[config.mk]
export PLATFORM = sky130hd
export DESIGN_NAME = alu_writeback
export DESIGN_NICKNAME = d
export VERILOG_FILES = /design/src/rtl/alu_writeback.sv
export SDC_FILE = /design/constraint.sdc
export NUM_CORES = 1
export LEC_CHECK = 0
export ABC_AREA = 1
export CELL_PAD_IN_SITES_DETAIL_PLACEMENT = 1
export CELL_PAD_IN_SITES_GLOBAL_PLACEMENT = 2
export CORE_UTILIZATION = 25
export CTS_BUF_LIST = sky130_fd_sc_hd__clkbuf_16
export DETAILED_ROUTE_END_ITERATION = 10
export PLACE_DENSITY = 0.74
export SLEW_MARGIN = 25
export SYNTH_ARGS = -nofsm -noshare
export SYNTH_HDL_FRONTEND = slang
export SYNTH_SLANG_ARGS = --single-unit
[constraint.sdc]
create_clock -name clk -period 3.5 [get_ports clk]
set_clock_uncertainty 0.05 [all_clocks]
set_input_delay 0.35 -clock clk [delete_from_list [all_inputs] [get_ports clk]]
set_output_delay 0.35 -clock clk [all_outputs]
set_load 0.03 [all_outputs]
[src/rtl/alu_writeback.sv]
// ALU writeback stage: a 2-entry FIFO buffers ALU results and retires them in order.
// The head entry updates the A/D registers, the program counter and optionally memory.
// Define WB_PERF_EN to add the retire_cnt / stall_cnt performance counters.
module alu_writeback (
    input  logic        clk,
    input  logic        rst_n,
    input  logic        in_valid,
    output logic        in_ready,
    input  logic [15:0] alu_out,
    input  logic        zr,
    input  logic        ng,
    input  logic [2:0]  dest,
    input  logic [2:0]  jmp,
    input  logic        m_ready,
    output logic        m_we,
    output logic [15:0] m_out,
    output logic [15:0] m_addr,
    output logic [15:0] a_reg,
    output logic [15:0] d_reg,
    output logic [15:0] pc,
    output logic        retired
`ifdef WB_PERF_EN
    ,
    output logic [15:0] retire_cnt,
    output logic [15:0] stall_cnt
`endif
);

    typedef struct packed {
        logic [15:0] alu;
        logic        zr;
        logic        ng;
        logic [2:0]  dest;
        logic [2:0]  jmp;
    } entry_t;

    entry_t      fifo_q [2];
    logic        rdPtr_q;
    logic        wrPtr_q;
    logic [1:0]  count_q;
    logic [1:0]  count_d;
    logic [15:0] aReg_q;
    logic [15:0] aReg_d;
    logic [15:0] dReg_q;
    logic [15:0] dReg_d;
    logic [15:0] pc_q;
    logic [15:0] pc_d;

    logic        push;
    logic        pop;
    logic        headValid;
    logic        taken;
    entry_t      head;
    entry_t      incoming;

    // in_ready depends only on registered occupancy, never on m_ready.
    assign in_ready  = (count_q != 2'd2);
    assign push      = in_valid & in_ready;
    assign headValid = (count_q != 2'd0);
    assign head      = fifo_q[rdPtr_q];
    assign pop       = headValid & (~head.dest[0] | m_ready);
    assign taken     = (head.jmp[2] & head.ng) | (head.jmp[1] & head.zr) |
                       (head.jmp[0] & ~head.ng & ~head.zr);
    assign incoming  = '{alu: alu_out, zr: zr, ng: ng, dest: dest, jmp: jmp};

    assign m_we    = headValid & head.dest[0];
    assign m_out   = head.alu;
    assign m_addr  = aReg_q;
    assign retired = pop;
    assign a_reg   = aReg_q;
    assign d_reg   = dReg_q;
    assign pc      = pc_q;

    // Occupancy follows push/pop; simultaneous push and pop leaves it unchanged.
    always_comb begin
        count_d = count_q;
        case ({push, pop})
            2'b10:   count_d = count_q + 2'd1;
            2'b01:   count_d = count_q - 2'd1;
            default: count_d = count_q;
        endcase
    end

    // Architectural register update from the retiring head; hold otherwise.
    always_comb begin
        aReg_d = aReg_q;
        dReg_d = dReg_q;
        pc_d   = pc_q;
        if (pop) begin
            if (head.dest[2]) aReg_d = head.alu;
            if (head.dest[1]) dReg_d = head.alu;
            pc_d = taken ? aReg_q : (pc_q + 16'd1);
        end
    end

    // FIFO storage, pointers and occupancy; reset discards every buffered entry.
    always_ff @(posedge clk or negedge rst_n) begin
        if (!rst_n) begin
            for (int i = 0; i < 2; i++) fifo_q[i] <= '0;
            rdPtr_q <= 1'b0;
            wrPtr_q <= 1'b0;
            count_q <= 2'd0;
        end else begin
            if (push) begin
                fifo_q[wrPtr_q] <= incoming;
                wrPtr_q         <= ~wrPtr_q;
            end
            if (pop) rdPtr_q <= ~rdPtr_q;
            count_q <= count_d;
        end
    end

    // A, D and PC registers.
    always_ff @(posedge clk or negedge rst_n) begin
        if (!rst_n) begin
            aReg_q <= 16'h0000;
            dReg_q <= 16'h0000;
            pc_q   <= 16'h0000;
        end else begin
            aReg_q <= aReg_d;
            dReg_q <= dReg_d;
            pc_q   <= pc_d;
        end
    end

`ifdef WB_PERF_EN
    logic [15:0] retireCnt_q;
    logic [15:0] stallCnt_q;

    assign retire_cnt = retireCnt_q;
    assign stall_cnt  = stallCnt_q;

    // Saturating counters of retirements and of cycles a memory write is stalled.
    always_ff @(posedge clk or negedge rst_n) begin
        if (!rst_n) begin
            retireCnt_q <= 16'h0000;
            stallCnt_q  <= 16'h0000;
        end else begin
            if (pop && (retireCnt_q != 16'hFFFF)) retireCnt_q <= retireCnt_q + 16'd1;
            if (m_we && !m_ready && (stallCnt_q != 16'hFFFF)) stallCnt_q <= stallCnt_q + 16'd1;
        end
    end
`endif

endmodule
==> reports/metrics.yaml, run 1 <==
setup_path:
  cp-end-kind: "output port"
  ff2ff_setup_slack_ns: 1.09
  crit_path_frequent_cell: "sky130_fd_sc_hd__nand2_1"
  r2r_cells: 8
  worst_path_largest_cell_delay_ns: 0.71
  timing.rr.end: "pc[2]$_DFFE_PN0P_"
  reg2reg_from: "rdPtr_q$_DFFE_PN0P_"
  crit_path_max_fanout: 20
  crit_path_start: "rdPtr_q$_DFFE_PN0P_"
  start_kind: "flop"
  timing.critical_path.buf_inv: 4
  cell_family_with_most_cp_delay: "buffers and inverters"
  cp_cell_sequence: "buf_4 > inv_1 > nand2_1 > nand2_1 > nand2_2 > nand2_4 > inv_6 > clkdlybuf4s50_1"
  setup_cp_type: "flop to output port"
  cp_slowest_cell: "sky130_fd_sc_hd__clkdlybuf4s50_1"
  crit_arrival_ns: 2.39
  worst-endpoint-required_ns: 3.10
yosys:
  post_synth_instance_area_um2: 4870
  synth.top_cell.area_share_pct: 51.4
  synth.area.top_cells: "sky130_fd_sc_hd__dfrtp_1 51%, sky130_fd_sc_hd__nand2_1 18%, sky130_fd_sc_hd__o21ai_0 8.1%"
  synthesis.area_per_instance_um2: 7.98
  synth_nets: 640
  ys_seq_elements: 100
  number_of_library_cell_types_mapped_by_synthesis: 26
  synthDominantAreaCellType: "sky130_fd_sc_hd__dfrtp_1"
  ys.warnings.count: 0
  post_synth_inst_count: 610
  synth_seq_area_share_pct: 51.4
sta:
  timing.max_slew.rel_slack_pct: 45.9
  count_of_endpoints_failing_hold_in_the_final_timing_report: 12
  final_report_setup_violation_count: 0
  max_slew.worst_pin.slew_ns: 0.811
  hold-worst-slack_ns: -0.0261
  fin_tns_setup_ns: 0
  layout_worst_path_cycle_share_pct: 79.8
  final_period_minus_worst_setup_slack_ns: 2.79
  grt_setup_unrepaired: "false"
  max_freq_mhz: 358
  timing_max_transition_violations_final: 0
finish:
  num_antenna_cells: 0
  instances_no_fill: 959
  area_delta_synth_final_pct: 30.2
  core_occupancy_in_the_finished_layout_pct: 33.5
  post_route_cells_drive_above_1_share_pct: 4.72
  nNetsFinal: 724
  final_common_cell: "sky130_fd_sc_hd__nand2_1"
  mostFrequentLayoutCells: "235 x sky130_fd_sc_hd__nand2_1, 109 x sky130_fd_sc_hd__clkdlybuf4s50_1, 100 x sky130_fd_sc_hd__dfrtp_1, 79 x sky130_fd_sc_hd__o21ai_0, 67 x sky130_fd_sc_hd__inv_1"
  largest_register_ffs: 48
  fillers: 2315
  multiInputGateArea_um2: 1800
  sequential_cell_area_um2: 2500
  max_flop_register: "fifo_q"
  layout.cell_area.non_filler_um2: 6340
place:
  placed_area_um2: 6030
  port_buffers: 110
  place.detailed.instances: 943
  place_hpwl_mm: 10.4
  finalWeightedCongestion: 0.739
power_and_ir_drop:
  intPower_uw: 3730
  seqPwrFrac_pct: 29.9
  p_clk_share_pct: 14.7
  combinational_fraction_of_design_power_pct: 55.4
  totalPowerFinal_uw: 7190
  p_switching_uw: 3460
  power.density_cell_area_nw_per_um2: 1130
  power.share.switching_pct: 48.1
  power_leakage_uw: 0.00304
  worst_ir_drop_vdd_mv: 0.420
cts:
  clkTransAtPathRegs_ns: 0.07
  clock_tree.htree_level_count: 3
  clock_path_buffers: 2
  cts_resized: 0
  post-cts-setup-buffer-count: 0
  ctsRootBufferMaster: "sky130_fd_sc_hd__clkbuf_16"
  post_cts_hold_buffer_count: 0
  clock_sinks: 100
  cts_made_buffers: 9
  worst_skew_pair.late_latency_ns: 0.35
  tritoncts_clock_tree: "yes"
outcome:
  status: "complete, but fails checks"
  failed_checks: "hold timing"
detailed_routing:
  detail_route.iter0.violations: 175
  viasPerCell: 4.27
  detail_route.drc_violations: 0
  drtPass1Iterations: 4
  antenna_violating_nets_post_route: 0
  detail_route.wirelength_mm: 14.2
  dr_total_vias: 4094
  wl_per_cell_um: 14.8
flow_run:
  maxCapViolations: 0
floorplan:
  initial_core_util_pct: 25.8
  die_area_um2: 20000
  placeableCoreArea_um2: 18900
  fp.dieW_um: 142
  die_y_um: 142
  ios: 111
  core.rowCount: 50
grt:
  grt_antenna_before_repair: 1
  maximum_number_of_pins_on_one_net_before_global_route_repair: 86
  globalRouteTotalUtil_pct: 15.3
  grt_remaining_overflow: 0
  via_count_of_the_first_global_routing_pass: 4427
  grt_first_pass_wirelength_mm: 23.7
min_path:
  min_path_type: "input pin to async pin"
## how the worst max path moves through the flow
stage	to	slack, ns	depth (start not counted)
final	retired	0.71	8
after floorplan	count_q[1]$_DFFE_PN0P_	1.68	11
after global routing	retired	0.52	8
after detailed placement	retired	1.03	8
after global placement	retired	1.04	6
after CTS	retired	0.65	8
## worst reg2reg max path: cells and delay by family (launching register included)
kind                   cells  cell delay [ns]
flip-flops                 1             0.33
AND/OR/NAND/NOR            4             1.19
buffers and inverters      2             0.40
AO/OA/AOI/OAI              2             0.33
## cells by family after synthesis
group                      Yosys count  share of synthesized area, %
and+or+nand+nor                    301                          25.6
buffers and inverters              109                          11.5
DFF                                100                          51.4
AOI/OAI and AO/OA                   93                          10.1
xor gates and xnor gates             5                         0.900
adders and majority gates            2                         0.514
## layer usage
metal	part of all wire [%]	global-route usage, %
met5	0	0
met4	1.1	4.07
met3	4.3	3.81
met2	48	25.9
met1	47	19.4
## power by group through the flow
stage	clock network, µW	registers [µW]	logic, µW
finish	1060	2150	3980
global route	1130	2230	4440
CTS	1090	2160	4060
detailed placement	0	2180	4040
global placement	0	2160	3960
floorplan	0	2480	2340
## area by class of cell
class                      count  area share [%]
clock buffer                   9            3.55
timing repair buffer         115            18.0
sequential                   100            39.5
multi-input combinational    401            28.5
tap                          260            5.13
clock inverter                 7            1.32
inverter                      67            4.05
## Yosys cell counts
library cell                 n
sky130_fd_sc_hd__a21oi_1     2
sky130_fd_sc_hd__and2_1      1
sky130_fd_sc_hd__buf_2      11
sky130_fd_sc_hd__buf_4      19
sky130_fd_sc_hd__buf_6       8
sky130_fd_sc_hd__clkbuf_1    3
sky130_fd_sc_hd__clkbuf_2    1
sky130_fd_sc_hd__dfrtp_1   100
sky130_fd_sc_hd__ha_1        2
sky130_fd_sc_hd__inv_1      65
sky130_fd_sc_hd__inv_2       1
sky130_fd_sc_hd__inv_6       1
sky130_fd_sc_hd__nand2_1   235
sky130_fd_sc_hd__nand2_2     2
sky130_fd_sc_hd__nand2_4     4
sky130_fd_sc_hd__nand3_1    22
sky130_fd_sc_hd__nand3b_1   10
sky130_fd_sc_hd__nand4_1     3
sky130_fd_sc_hd__nor2_1     23
sky130_fd_sc_hd__o21ai_0    79
sky130_fd_sc_hd__o21ai_1     5
sky130_fd_sc_hd__o21ai_2     5
sky130_fd_sc_hd__o21bai_1    2
sky130_fd_sc_hd__or2_4       1
sky130_fd_sc_hd__xnor2_1     1
sky130_fd_sc_hd__xor2_1      4
## metrics by stage
stage                     worst slack, ns  hold WS (ns)
after floorplan                      1.68       0.00441
after global placement               1.04         0.416
after detailed placement             1.03         0.417
after CTS                           0.649        0.0408
after global routing                0.520        0.0618
final                               0.709       -0.0261
Power figures use the tool's default switching activity.
==> run 2, diff against run 1 <==
- clock period: 3.5 -> 2.57 ns (I/O delays scaled with it)
==> reports/metrics.yaml, run 2 (same netlist as run 1, synthesis figures left out) <==
detailed_routing:
  viasPerCell: 4.29  # was 4.27
  drtPass1Iterations: 4  # unchanged
  dr_total_vias: 4126  # was 4094
  wl_per_cell_um: 15.0  # was 14.8 µm
  detail_route.drc_violations: 0  # unchanged
  antenna_violating_nets_post_route: 0  # unchanged
  detail_route.wirelength_mm: 14.4  # was 14.2 mm
  detail_route.iter0.violations: 163  # was 175
grt:
  via_count_of_the_first_global_routing_pass: 4262  # was 4427
  grt_remaining_overflow: 0  # unchanged
  grt_first_pass_wirelength_mm: 23.2  # was 23.7 mm
  maximum_number_of_pins_on_one_net_before_global_route_repair: 50  # was 86
  globalRouteTotalUtil_pct: 15.1  # was 15.3%
  grt_antenna_before_repair: 0  # was 1
finish:
  nNetsFinal: 727  # was 724
  max_flop_register: "fifo_q"  # unchanged
  layout.cell_area.non_filler_um2: 6410  # was 6340 µm²
  mostFrequentLayoutCells: "235 x sky130_fd_sc_hd__nand2_1, 107 x sky130_fd_sc_hd__clkdlybuf4s50_1, 100 x sky130_fd_sc_hd__dfrtp_1, 79 x sky130_fd_sc_hd__o21ai_0, 65 x sky130_fd_sc_hd__inv_1"  # was 235 x sky130_fd_sc_hd__nand2_1, 109 x sky130_fd_sc_hd__clkdlybuf4s50_1, 100 x sky130_fd_sc_hd__dfrtp_1, 79 x sky130_fd_sc_hd__o21ai_0, 67 x sky130_fd_sc_hd__inv_1
  area_delta_synth_final_pct: 31.7  # was 30.2%
  post_route_cells_drive_above_1_share_pct: 5.56  # was 4.72%
  num_antenna_cells: 0  # unchanged
  instances_no_fill: 962  # was 959
  final_common_cell: "sky130_fd_sc_hd__nand2_1"  # unchanged
  largest_register_ffs: 48  # unchanged
cts:
  ctsRootBufferMaster: "sky130_fd_sc_hd__clkbuf_16"  # unchanged
  clock_tree.htree_level_count: 3  # unchanged
  post-cts-setup-buffer-count: 0  # unchanged
  post_cts_hold_buffer_count: 1  # was 0
  worst_skew_pair.late_latency_ns: 0.35  # about the same
  clock_sinks: 100  # unchanged
  cts_resized: 0  # unchanged
  tritoncts_clock_tree: "yes"  # unchanged
  clock_path_buffers: 2  # unchanged
  cts_made_buffers: 9  # unchanged
  clkTransAtPathRegs_ns: 0.07  # about the same
floorplan:
  ios: 111  # unchanged
  die_area_um2: 20000  # unchanged
  initial_core_util_pct: 25.8  # unchanged
  placeableCoreArea_um2: 18900  # unchanged
  die_y_um: 142  # unchanged
  core.rowCount: 50  # unchanged
  fp.dieW_um: 142  # unchanged
setup_path:
  crit_path_max_fanout: 12  # was 20
  cp_cell_sequence: "inv_1 > buf_4 > nand2_1 > nand2_1 > clkdlybuf4s50_1"  # was buf_4 > inv_1 > nand2_1 > nand2_1 > nand2_2 > nand2_4 > inv_6 > clkdlybuf4s50_1
  cp-end-kind: "output port"  # unchanged
  crit_path_frequent_cell: "sky130_fd_sc_hd__nand2_1"  # unchanged
  ff2ff_setup_slack_ns: 0.40  # was 1.09 ns
  r2r_cells: 10  # was 8
  reg2reg_from: "rdPtr_q$_DFFE_PN0P_"  # unchanged
  cp_slowest_cell: "sky130_fd_sc_hd__clkdlybuf4s50_1"  # unchanged
  worst-endpoint-required_ns: 2.26  # was 3.10 ns
  worst_path_largest_cell_delay_ns: 0.70  # was 0.71 ns
  start_kind: "flop"  # unchanged
  crit_arrival_ns: 2.07  # was 2.39 ns
  timing.rr.end: "count_q[1]$_DFFE_PN0P_"  # was pc[2]$_DFFE_PN0P_
  setup_cp_type: "flop to output port"  # unchanged
sta:
  layout_worst_path_cycle_share_pct: 92.5
  fin_tns_setup_ns: 0  # unchanged
  max_freq_mhz: 421
  timing.max_slew.rel_slack_pct: 62.1  # was 45.9%
  count_of_endpoints_failing_hold_in_the_final_timing_report: 0  # was 12
  post-route-worst-setup-slack_ns: 0.192  # was 0.709 ns
  max_slew.worst_pin.slew_ns: 0.568  # was 0.811 ns
  final_report_setup_violation_count: 0  # unchanged
  final_period_minus_worst_setup_slack_ns: 2.38
  grt_setup_unrepaired: "false"  # unchanged
  timing_max_transition_violations_final: 0  # unchanged
power_and_ir_drop:
  worst_ir_drop_vdd_mv: 0.627  # was 0.420 mV
  power_leakage_uw: 0.00307  # was 0.00304 µW
  power.density_cell_area_nw_per_um2: 1560  # was 1130 nW/µm²
place:
  place_hpwl_mm: 10.7  # was 10.4 mm
  placed_area_um2: 6060  # was 6030 µm²
  place_worst_setup_slack_ns: 0.375  # was 1.03 ns
  place.detailed.instances: 945  # was 943
  finalWeightedCongestion: 0.775  # was 0.739
  port_buffers: 110  # unchanged
outcome:
  status: "completed"  # was complete, but fails checks
flow_run:
  maxCapViolations: 0  # unchanged
min_path:
  min_path_type: "input pin to async pin"  # unchanged
-- run 2: critical path: cells and delay by family (launching register included) --
kind / cells / cell delay, ns
buffers and inverters: 3 / 1.05
flip-flops: 1 / 0.47
AND/OR/NAND/NOR: 2 / 0.20
-- run 2: layout make-up --
| class | instances | area (µm²) |
|---|---|---|
| tap | 260 | 325 |
| multi-input combinational | 401 | 1800 |
| clock buffer | 9 | 225 |
| sequential | 100 | 2500 |
| inverter | 67 | 256 |
| clock inverter | 7 | 115 |
| fill | 2301 | 12500 |
| timing repair buffer | 118 | 1180 |
-- run 2: how the worst max path moves through the flow --
stage / startpoint / endpoint / slack, ns / cells past startpoint
final: rdPtr_q$_DFFE_PN0P_ / m_out[7] / 0.19 / 5
after global placement: m_ready / count_q[1]$_DFFE_PN0P_ / 0.48 / 9
after CTS: rdPtr_q$_DFFE_PN0P_ / m_out[6] / 0.15 / 5
after global routing: rdPtr_q$_DFFE_PN0P_ / m_out[6] / 0.09 / 5
after detailed placement: m_ready / count_q[1]$_DFFE_PN0P_ / 0.37 / 9
after floorplan: rdPtr_q$_DFFE_PN0P_ / count_q[1]$_DFFE_PN0P_ / 0.75 / 11
-- run 2: metrics by stage --
step	util [%]	power (µW)	hold slack [ns]
6_report	33.9	10000	0.267
5_1_grt	33.9	10800	0.303
4_1_cts	33.9	10200	0.260
3_5_place_dp	32.1	8550	0.0966
3_3_place_gp	32.1	8380	0.0985
2_1_floorplan	-	6560	-0.0886
-- run 2: routing by layer --
layer / vias up / GRT usage [%] / part of all wire (%)
li1: 2057 / - / -
met1: 1981 / 19.6 / 47
met2: 74 / 25.1 / 48
met3: 14 / 2.40 / 3.6
met4: 0 / 6.00 / 1.9
met5: - / 0 / 0
-- run 2: power breakdown --
| group | leakage, µW | total, µW | internal [µW] | switching [µW] |
|---|---|---|---|---|
| sequential | 0.00126 | 2940 | 2310 | 628 |
| clock | 0.000163 | 1570 | 949 | 626 |
| combinational | 0.00165 | 5510 | 1970 | 3540 |
==> run 3, diff against run 2 <==
- CORE_MARGIN: not set -> 2
- clock period: 2.57 -> 3 ns (I/O delays scaled with it)
==> reports/metrics.yaml, run 3 (same netlist as run 1, synthesis figures left out) <==
detailed_routing:
  detail_route.iter0.violations: 196  # was 163
  detail_route.drc_violations: 0  # unchanged
  wl_per_cell_um: 15.0  # about the same
  dr_total_vias: 4127  # was 4126
  detail_route.wirelength_mm: 14.5  # was 14.4 mm
  viasPerCell: 4.28  # was 4.29
  antenna_violating_nets_post_route: 0  # unchanged
  drtPass1Iterations: 4  # unchanged
floorplan:
  ios: 111  # unchanged
  initial_core_util_pct: 25.2  # was 25.8%
  core.rowCount: 51  # was 50
  die_area_um2: 20600  # was 20000 µm²
  placeableCoreArea_um2: 19300  # was 18900 µm²
  fp.dieW_um: 144  # was 142 µm
  die_y_um: 144  # was 142 µm
place:
  finalWeightedCongestion: 0.753  # was 0.775
  place_worst_setup_slack_ns: 0.766  # was 0.375 ns
  port_buffers: 110  # unchanged
  place.detailed.instances: 947  # was 945
  place_hpwl_mm: 10.6  # was 10.7 mm
setup_path:
  worst-endpoint-required_ns: 2.65  # was 2.26 ns
  start_kind: "flop"  # unchanged
  cp-end-kind: "output port"  # unchanged
  r2r_cells: 8  # was 10
  setup_cp_type: "flop to output port"  # unchanged
  reg2reg_from: "rdPtr_q$_DFFE_PN0P_"  # unchanged
  crit_arrival_ns: 2.10  # was 2.07 ns
  crit_path_max_fanout: 17  # was 12
  timing.rr.end: "pc[2]$_DFFE_PN0P_"  # was count_q[1]$_DFFE_PN0P_
  ff2ff_setup_slack_ns: 0.78  # was 0.40 ns
sta:
  post-route-worst-setup-slack_ns: 0.549  # was 0.192 ns
  layout_worst_path_cycle_share_pct: 81.7
  timing.max_slew.rel_slack_pct: 44.6  # was 62.1%
  fin_tns_setup_ns: 0  # unchanged
  count_of_endpoints_failing_hold_in_the_final_timing_report: 0  # unchanged
  final_report_setup_violation_count: 0  # unchanged
  grt_setup_unrepaired: "false"  # unchanged
  final_period_minus_worst_setup_slack_ns: 2.45
  max_slew.worst_pin.slew_ns: 0.828  # was 0.568 ns
  timing_max_transition_violations_final: 0  # unchanged
  max_freq_mhz: 408
outcome:
  status: "completed"  # unchanged
grt:
  grt_use_met3_pct: 2.73  # was 2.40%
  globalRouteTotalUtil_pct: 14.8  # was 15.1%
  via_count_of_the_first_global_routing_pass: 4358  # was 4262
  grt_antenna_before_repair: 0  # unchanged
  grt_first_pass_wirelength_mm: 23.5  # was 23.2 mm
  maximum_number_of_pins_on_one_net_before_global_route_repair: 53  # was 50
  grt.busiest_layer: "met2"  # unchanged
  grt_remaining_overflow: 0  # unchanged
  globalRouteMet1Util_pct: 20.3  # was 19.6%
  grt.met2_usage_pct: 24.0  # was 25.1%
finish:
  post_route_cells_drive_above_1_share_pct: 4.86  # was 5.56%
  mostFrequentLayoutCells: "235 x sky130_fd_sc_hd__nand2_1, 108 x sky130_fd_sc_hd__clkdlybuf4s50_1, 100 x sky130_fd_sc_hd__dfrtp_1, 79 x sky130_fd_sc_hd__o21ai_0, 66 x sky130_fd_sc_hd__inv_1"  # was 235 x sky130_fd_sc_hd__nand2_1, 107 x sky130_fd_sc_hd__clkdlybuf4s50_1, 100 x sky130_fd_sc_hd__dfrtp_1, 79 x sky130_fd_sc_hd__o21ai_0, 65 x sky130_fd_sc_hd__inv_1
  max_flop_register: "fifo_q"  # unchanged
  area_delta_synth_final_pct: 30.9  # was 31.7%
  core_occupancy_in_the_finished_layout_pct: 33.1  # was 33.9%
  nNetsFinal: 724  # was 727
  largest_register_ffs: 48  # unchanged
  num_antenna_cells: 0  # unchanged
  final_common_cell: "sky130_fd_sc_hd__nand2_1"  # unchanged
  instances_no_fill: 964  # was 962
min_path:
  timing.hold.worst_endpoint: "fifo_q[18]$_DFFE_PN0P_"
  min_path_type: "flop to flop"  # was input pin to async pin
  min_path_cells: 2
  min-delay-start: "fifo_q[18]$_DFFE_PN0P_"
flow_run:
  maxCapViolations: 0  # unchanged
power_and_ir_drop:
  worst_ir_drop_vdd_mv: 0.369  # was 0.627 mV
  power_leakage_uw: 0.00306  # was 0.00307 µW
  power.density_cell_area_nw_per_um2: 1330  # was 1560 nW/µm²
  totalPowerFinal_uw: 8450  # was 10000 µW
cts:
  tritoncts_clock_tree: "yes"  # unchanged
  clock_sinks: 100  # unchanged
  clock_path_buffers: 2  # unchanged
  post-cts-setup-buffer-count: 0  # unchanged
  cts_resized: 0  # unchanged
  worst_skew_pair.late_latency_ns: 0.35  # about the same
  clock_tree.htree_level_count: 3  # unchanged
  cts_made_buffers: 9  # unchanged
  ctsRootBufferMaster: "sky130_fd_sc_hd__clkbuf_16"  # unchanged
  clkTransAtPathRegs_ns: 0.07  # about the same
==> run 3: worst max-delay path by stage <==
stage	start	endpoint	slack, ns	depth (start not counted)
finish	rdPtr_q$_DFFE_PN0P_	m_out[1]	0.55	5
global route	rdPtr_q$_DFFE_PN0P_	m_out[7]	0.44	5
CTS	rdPtr_q$_DFFE_PN0P_	m_out[1]	0.53	5
detailed placement	rdPtr_q$_DFFE_PN0P_	pc[2]$_DFFE_PN0P_	0.77	8
global placement	m_ready	count_q[1]$_DFFE_PN0P_	0.87	9
floorplan	rdPtr_q$_DFFE_PN0P_	count_q[1]$_DFFE_PN0P_	1.18	11
==> run 3: metal layers <==
metal	share of wire, %	wire (µm)
met5	0	0
met4	1.2	178
met3	3.0	438
met2	47	6760
met1	49	7080
==> run 3: through the flow <==
stage                     hold slack (ns)  cell area [µm²]
after floorplan                   -0.0456             4870
after global placement              0.324             6040
after detailed placement            0.341             6040
after CTS                           0.441             6370
after global routing                0.453             6370
final                               0.436             6370
==> run 3: power breakdown <==
group          switching [µW]  internal (µW)  total, µW
clock                     539            731       1270
sequential                536           1980       2510
combinational            3000           1670       4670
total                    4070           4380       8450
==> run 3: area by class of cell <==
cell class / instances / area, µm²
clock buffer: 9 / 225
clock inverter: 7 / 90.1
fill: 2349 / 12900
inverter: 67 / 256
multi-input combinational: 401 / 1800
sequential: 100 / 2500
tap: 265 / 332
timing repair buffer: 115 / 1160
==> run 3: critical path, stage by stage (launching register included) <==
cell                              delay [ns]
sky130_fd_sc_hd__dfrtp_1                0.38
sky130_fd_sc_hd__inv_1                  0.16
sky130_fd_sc_hd__buf_4                  0.28
sky130_fd_sc_hd__nand2_1                0.08
sky130_fd_sc_hd__nand2_1                0.15
sky130_fd_sc_hd__clkdlybuf4s50_1        0.70
==> run 3: repair_timing <==
item / CTS / global route
hold buffers: 1 / 0
setup endpoints to repair: 0 / 0
hold endpoints to repair: 48 / 0
